--- config.mk ---
export PLATFORM = sky130hd
export DESIGN_NAME = scan_sequencer
export DESIGN_NICKNAME = d
export VERILOG_FILES = /design/src/rtl/scan_sequencer.sv
export SDC_FILE = /design/constraint.sdc
export NUM_CORES = 1
export LEC_CHECK = 0
export CAP_MARGIN = 5
export CELL_PAD_IN_SITES_DETAIL_PLACEMENT = 0
export CELL_PAD_IN_SITES_GLOBAL_PLACEMENT = 1
export CORE_MARGIN = 2
export CORE_UTILIZATION = 42
export CTS_CLUSTER_SIZE = 40
export DETAILED_ROUTE_END_ITERATION = 10
export GPL_TIMING_DRIVEN = 0
export PLACE_DENSITY_LB_ADDON = 0.1
export SETUP_SLACK_MARGIN = 0.4
export SLEW_MARGIN = 5
export SYNTH_ARGS = -nofsm -noshare
export SYNTH_HDL_FRONTEND = slang
export SYNTH_SLANG_ARGS = --single-unit
export TNS_END_PERCENT = 5
--- constraint.sdc ---
create_clock -name clk -period 3.85 [get_ports clk]
set_input_delay 0.77 -clock clk [delete_from_list [all_inputs] [get_ports clk]]
set_output_delay 0.77 -clock clk [all_outputs]
set_load 0.1 [all_outputs]
--- src/rtl/scan_sequencer.sv ---
// rtl/scan_sequencer.sv - sweeps decoder select code through all 16 values with programmable dwell
module scan_sequencer #(
    parameter int DWELL_W = 8
) (
    input  logic               clk,
    input  logic               rst,
    input  logic               start,
    input  logic               stop,
    input  logic               dir_down,
    input  logic               mode_cont,
    input  logic [DWELL_W-1:0] dwell,
    output logic               a,
    output logic               b,
    output logic               c,
    output logic               d,
    output logic               active,
    output logic               step,
    output logic               wrap,
    output logic               done
);

    typedef enum logic {
        IDLE = 1'b0,
        SCAN = 1'b1
    } state_t;

    localparam logic [DWELL_W-1:0] DWELL_ONE = DWELL_W'(1);

    state_t             state;
    logic [3:0]         sel;
    logic [DWELL_W-1:0] cnt;
    logic [DWELL_W-1:0] dwell_lat;
    logic               dir_lat;
    logic               mode_lat;

    logic [DWELL_W-1:0] dwell_eff;
    logic [3:0]         term_code;
    logic [3:0]         start_code;
    logic [3:0]         next_code;

    // A zero dwell means one cycle per code; the sweep endpoints follow the latched direction.
    always_comb begin
        dwell_eff  = (dwell == '0) ? DWELL_ONE : dwell;
        term_code  = dir_lat ? 4'h0 : 4'hF;
        start_code = dir_lat ? 4'hF : 4'h0;
        next_code  = dir_lat ? (sel - 4'd1) : (sel + 4'd1);
    end

    // Sequencer state, select code, dwell counter and strobes, all registered.
    always_ff @(posedge clk) begin
        if (rst) begin
            state     <= IDLE;
            sel       <= 4'h0;
            cnt       <= '0;
            dwell_lat <= '0;
            dir_lat   <= 1'b0;
            mode_lat  <= 1'b0;
            active    <= 1'b0;
            step      <= 1'b0;
            wrap      <= 1'b0;
            done      <= 1'b0;
        end else begin
            step <= 1'b0;
            wrap <= 1'b0;
            done <= 1'b0;
            case (state)
                IDLE: begin
                    sel    <= 4'h0;
                    active <= 1'b0;
                    // stop wins over a simultaneous start
                    if (start && !stop) begin
                        dir_lat   <= dir_down;
                        mode_lat  <= mode_cont;
                        dwell_lat <= dwell_eff;
                        state     <= SCAN;
                        sel       <= dir_down ? 4'hF : 4'h0;
                        cnt       <= dwell_eff - DWELL_ONE;
                        active    <= 1'b1;
                        step      <= 1'b1;
                    end
                end
                SCAN: begin
                    if (stop) begin
                        state  <= IDLE;
                        sel    <= 4'h0;
                        active <= 1'b0;
                    end else if (cnt != '0) begin
                        cnt <= cnt - DWELL_ONE;
                    end else if (sel != term_code) begin
                        sel  <= next_code;
                        cnt  <= dwell_lat - DWELL_ONE;
                        step <= 1'b1;
                    end else if (mode_lat) begin
                        sel  <= start_code;
                        cnt  <= dwell_lat - DWELL_ONE;
                        step <= 1'b1;
                        wrap <= 1'b1;
                    end else begin
                        state  <= IDLE;
                        sel    <= 4'h0;
                        active <= 1'b0;
                        done   <= 1'b1;
                    end
                end
                default: begin
                    state  <= IDLE;
                    sel    <= 4'h0;
                    active <= 1'b0;
                end
            endcase
        end
    end

    assign {a, b, c, d} = sel;

endmodule

==> flow_metrics.py, run 1 <==
metrics = {
    "sta": {
        "post-route-min-period_ns": 3.00,
        "tns_ns": 0,
        "min_period_over_period_pct": 77.8,
        "holdWs_ns": 0.470,
        "slew_viol_final": 0,
        "clock_skew_ns": 0.0154,
        "rsz0062_at_grt": "no",
        "tightestPinTransition_ns": 0.963,
        "report.final.setup_viol": 0,
        "clock.fmax_mhz": 334,
        "final_hold_viol_count": 0,
        "relSlewSlack_pct": 35.6,
    },
    "global_route": {
        "gr-usage-all-layers_pct": 19.6,
        "grt_max_degree": 16,
        "grt_use_met3_pct": 2.86,
        "grt_remaining_overflow": 0,
        "grt_pass1_vias": 1358,
        "met1_usage_pct": 22.7,
        "grt_pass1_wl_mm": 6.19,
        "grt_antenna_before_repair": 0,
        "grt_use_met2_pct": 36.4,
        "grt_busiest_layer": "met2",
    },
    "detailed_routing": {
        "dr.pass1.iters": 4,
        "via_count": 1401,
        "post_drt_wl_per_cell_um": 14.5,
        "via_per_inst": 5.54,
        "wl_mm": 3.67,
        "postRouteAntennaNets": 0,
        "route.detailed.drc": 0,
        "drt_iter0_drc": 42,
    },
    "yosys": {
        "async_flop_share_pct": 0,
        "avgSynthCellArea_sq_um": 8.04,
        "synth_cell_type_count": 42,
        "syn-num-nets": 201,
        "netlist_instances": 183,
        "synth_seq_cells": 27,
        "synth_edf_count": 0,
        "ys_dominant_reg_cell": "dfxtp_1",
        "synthesis.area_sq_mm": 0.00147,
        "synth_warnings": 0,
        "yosysSeqAreaShare_pct": 36.7,
    },
    "clock_tree": {
        "post-cts-setup-buffers": 0,
        "cts_tree": "yes",
        "cts.htree.levels": 1,
        "max-clock-path-buffers": 2,
        "clock_latency_ns": 0.34,
        "path_clk_slew_ns": 0.16,
        "cts_sinks": 27,
        "ctsHoldBuffers": 0,
        "cts_buffers": 3,
        "cts_resized": 0,
        "cts_root_buf": "clkbuf_4",
    },
    "die": {
        "initial_core_util_pct": 43.7,
        "io_pins": 22,
        "die_area_sq_mm": 0.00399,
        "coreArea_sq_mm": 0.00336,
        "die_width_um": 63.2,
        "die_h_um": 63.2,
        "rows": 21,
    },
    "pwr": {
        "vdd_drop_max_v": 0.000118,
        "leakage_uw": 0.000640,
        "powerDensity_mw_per_mm2": 333,
    },
    "cells_and_area": {
        "fin_util_pct": 52.2,
        "multi_input_area_sq_um": 871,
        "nFillCells": 356,
        "final_cells": 253,
        "final_layout_size_suffix_gt1_share_pct": 7.25,
        "regArea_sq_um": 541,
        "final_area_sq_mm": 0.00176,
        "areaGrowthSynthToFinish_pct": 19.4,
        "diodes": 0,
        "nets": 226,
        "mostFrequentLayoutCells": "nand2_1 (27), dfxtp_1 (27), a21oi_1 (21)",
    },
    "setup_path": {
        "crit_required_ns": 4.12,
        "rrSetupSlack_ns": 1.27,
        "crit_arrival_ns": 3.27,
        "cp_max_fo": 7,
        "crit_type": "in2reg",
        "cp-start-kind": "primary input",
        "r2r_cells": 9,
        "end_kind": "flop",
    },
    "place": {
        "hpwl_mm": 2.81,
        "port_buffers": 20,
        "post-place-cells": 249,
        "place_area_sq_mm": 0.00173,
        "gp_congestion": 0.895,
    },
    "job": {
        "maxCapViolations": 0,
    },
    "run_status": {
        "status": "completed",
    },
    "worst_hold_path": {
        "whs_path_depth": 2,
        "hold_class": "reg2reg",
    },
}
==> flip-flops by register name, indices dropped and copies added (netlist names) <==
name,count
wrap,1
state,1
dir_lat,1
sel,4
done,1
mode_lat,1
dwell_lat,8
active,1
step,1
cnt,8
==> metal layers <==
layer  routed length, um  share of wire (%)
met4                  31               0.84
met5                   0                  0
met3                  97                2.6
met2                1900                 52
met1                1650                 45
==> per-stage QoR <==
stage	power (uW)	setup WS [ns]
global placement	458	0.518
CTS	587	0.881
floorplan	416	1.43
global route	618	0.562
finish	585	0.854
detailed placement	461	0.526
==> report_power, final <==
group | internal [uW] | leakage, uW | switching (uW) | total [uW]
Clock | 39.1 | 0.0000177 | 89.5 | 129
Combinational | 56.4 | 0.000401 | 88.9 | 145
Sequential | 295 | 0.000221 | 15.9 | 311
==> layout make-up <==
| cell class | count | share of cell area [%] |
|---|---|---|
| buffer | 8 | 1.92 |
| clock buffer | 3 | 1.28 |
| clock inverter | 1 | 0.285 |
| inverter | 7 | 1.50 |
| multi-input combinational | 141 | 49.6 |
| sequential | 27 | 30.8 |
| tap | 46 | 3.28 |
| timing repair buffer | 20 | 11.4 |
==> cell families after synthesis <==
| kind of cell | after synthesis | share of synthesized area (%) |
|---|---|---|
| AND/OR/NAND/NOR | 72 | 24.7 |
| AO/OA/AOI/OAI | 54 | 23.4 |
| flip-flops | 27 | 36.7 |
| buffers and inverters | 15 | 4.08 |
| XOR/XNOR | 6 | 3.57 |
| multiplexers | 5 | 3.66 |
| adder cells (fa/ha/maj) | 4 | 3.91 |
==> worst max-delay path, stage by stage <==
cell	delay [ns]
clkdlybuf4s50_1	0.49
nor4_1	0.36
a21oi_1	0.16
mux2i_1	0.49
inv_1	0.09
ha_1	0.25
a21bo_2	0.23
nor3_1	0.06
xor2_1	0.15
a211oi_1	0.23
==> cell usage after synthesis, types with 3 or more instances <==
cell	instances	area, sq um
xor2_1	3	26.3
nor3_1	5	25.0
o21ai_1	3	15.0
inv_1	7	26.3
a211oi_1	4	30.0
dfxtp_1	27	541
o21ai_0	4	20.0
mux2_2	3	33.8
a21o_1	5	37.5
nand2_1	27	101
and2_1	5	31.3
o21a_1	3	22.5
ha_1	3	37.5
nor4_1	3	18.8
a21oi_1	21	105
xnor2_1	3	26.3
buf_2	3	15.0
clkbuf_1	5	18.8
nor2_1	15	56.3
==> worst paths after layout <==
kind	start	end
hold / removal	dwell_lat[1]	dwell_lat[1]
setup reg to reg	cnt[2]	cnt[6]
hold reg to reg	dwell_lat[1]	dwell_lat[1]
setup / recovery	dwell[2]	cnt[6]
(Power assumes the default switching activity.)
==> run 2, diff against run 1 <==
--- a/config.mk
+++ b/config.mk
@@ -9,7 +9,7 @@
 export CELL_PAD_IN_SITES_DETAIL_PLACEMENT = 0
 export CELL_PAD_IN_SITES_GLOBAL_PLACEMENT = 1
 export CORE_MARGIN = 2
-export CORE_UTILIZATION = 42
+export CORE_UTILIZATION = 39
 export CTS_CLUSTER_SIZE = 40
 export DETAILED_ROUTE_END_ITERATION = 10
 export GPL_TIMING_DRIVEN = 0
==> constraint.sdc (replaced) <==
create_clock -name clk -period 2.84 [get_ports clk]
set_input_delay 0.568 -clock clk [delete_from_list [all_inputs] [get_ports clk]]
set_output_delay 0.568 -clock clk [all_outputs]
set_load 0.1 [all_outputs]
==> flow_metrics.py, run 2 (synthesis gave the netlist of run 1 again) <==
metrics = {
    "run_status": {
        "status": "completed",
    },
    "detailed_routing": {
        "post_drt_wl_per_cell_um": 15.2,
        "dr.pass1.iters": 4,
        "postRouteAntennaNets": 0,
        "via_count": 1440,
        "route.detailed.drc": 0,
        "via_per_inst": 5.60,
        "drt_iter0_drc": 75,
        "wl_mm": 3.91,
    },
    "worst_hold_path": {
        "hold_class": "reg2reg",
    },
    "die": {
        "die_area_sq_mm": 0.00428,
        "die_width_um": 65.4,
        "coreArea_sq_mm": 0.00363,
        "initial_core_util_pct": 40.5,
        "die_h_um": 65.4,
        "io_pins": 22,
        "rows": 22,
    },
    "clock_tree": {
        "cts_tree": "yes",
        "clock_latency_ns": 0.27,
        "cts_root_buf": "clkbuf_8",
        "cts_sinks": 27,
        "path_clk_slew_ns": 0.09,
        "max-clock-path-buffers": 2,
        "cts.htree.levels": 1,
        "cts_buffers": 3,
    },
    "cells_and_area": {
        "areaGrowthSynthToFinish_pct": 24.5,
        "diodes": 0,
        "final_layout_size_suffix_gt1_share_pct": 10.0,
        "nets": 228,
        "mostFrequentLayoutCells": "nand2_1 (27), dfxtp_1 (27), a21oi_1 (20)",
        "final_cells": 257,
        "reg.largest.list": "cnt x8, dwell_lat x8, sel x4",
    },
    "sta": {
        "final_hold_viol_count": 0,
        "min_period_over_period_pct": 85.6,
        "slew_viol_final": 0,
        "report.final.setup_viol": 0,
        "tightestPinTransition_ns": 0.966,
        "rsz0062_at_grt": "yes",
        "tns_ns": 0,
        "clock.fmax_mhz": 411,
        "relSlewSlack_pct": 35.4,
        "post-route-min-period_ns": 2.43,
        "holdWs_ns": 0.468,
        "clock_skew_ns": 0.00248,
    },
    "place": {
        "post-place-cells": 251,
        "hpwl_mm": 2.91,
        "gp_congestion": 0.861,
        "port_buffers": 20,
    },
    "setup_path": {
        "end_kind": "output pin",
        "rrSetupSlack_ns": 0.54,
        "cp_max_fo": 6,
        "cp-start-kind": "flop",
        "crit_type": "reg2out",
        "crit_arrival_ns": 1.86,
        "cp.buffers_inverters": 1,
        "crit_chain": "clkdlybuf4s50_1",
        "worst_path_dominant_cell_family": "buffers and inverters",
        "crit_required_ns": 2.27,
        "max_stage_delay_ns": 1.16,
        "critPathSlowestCell": "clkdlybuf4s50_1",
    },
    "job": {
        "maxCapViolations": 0,
    },
    "global_route": {
        "grt_max_degree": 15,
        "grt_pass1_wl_mm": 6.67,
        "gr-usage-all-layers_pct": 20.6,
        "grt_pass1_vias": 1436,
        "grt_antenna_before_repair": 0,
        "grt_remaining_overflow": 0,
    },
    "pwr": {
        "leakage_uw": 0.000687,
        "powerDensity_mw_per_mm2": 466,
        "vdd_drop_max_v": 0.000232,
    },
}
==> run 2: cell types whose count changed in the layout (fill, tap and decap cells not counted), sizes merged <==
cell and delta:
buf +2, clkbuf +1, clkdlybuf4s50 -4, clkinv -1, dlygate4sd2 +2, dlymetal6s2s +2
==> run 2: metal layers <==
layer	vias to the layer above	part of all wire (%)	GRT usage (%)
li1	709	-	-
met1	684	43	24.7
met2	40	50	36.9
met3	7	4.5	2.74
met4	0	1.9	8.33
met5	-	0	0
==> run 2: worst paths after layout <==
check	from	end	cells after the start
worst max-delay path	sel[0]	d	1
worst min-delay path	dwell_lat[1]	dwell_lat[1]	2
worst max register to register	cnt[2]	cnt[6]	9
worst min register to register	dwell_lat[1]	dwell_lat[1]	2
==> run 2: per-stage QoR <==
step	power [uW]	worst slack, ns	util, %	instance area [sq um]
final	854	0.409	50.4	1830
after global routing	905	0.335	50.4	1830
after CTS	854	0.398	49.6	1800
after detailed placement	628	-0.216	47.7	1730
after global placement	624	-0.193	47.7	1730
after floorplan	564	0.523	-	1470
==> run 2: area by class of cell <==
class                      count  area, sq um
timing repair buffer          22          218
inverter                       7         26.3
buffer                         8         33.8
clock buffer                   4         45.0
sequential                    27          541
tap                           48         60.1
fill                         380         1800
multi-input combinational    141          908
==> run 2: what timing repair did <==
action                     CTS  global route
pin swaps                    3             3
setup endpoints to repair    4             5
hold buffers                 0             0
gates resized for setup      6             5
setup buffers                1             1
==> run 2: power by group <==
part	leakage [uW]	total, uW	switching [uW]	internal [uW]
Sequential	0.000221	425	25.3	399
Clock	0.0000228	219	119	101
Combinational	0.000443	210	126	84.2
Total	0.000687	854	270	584
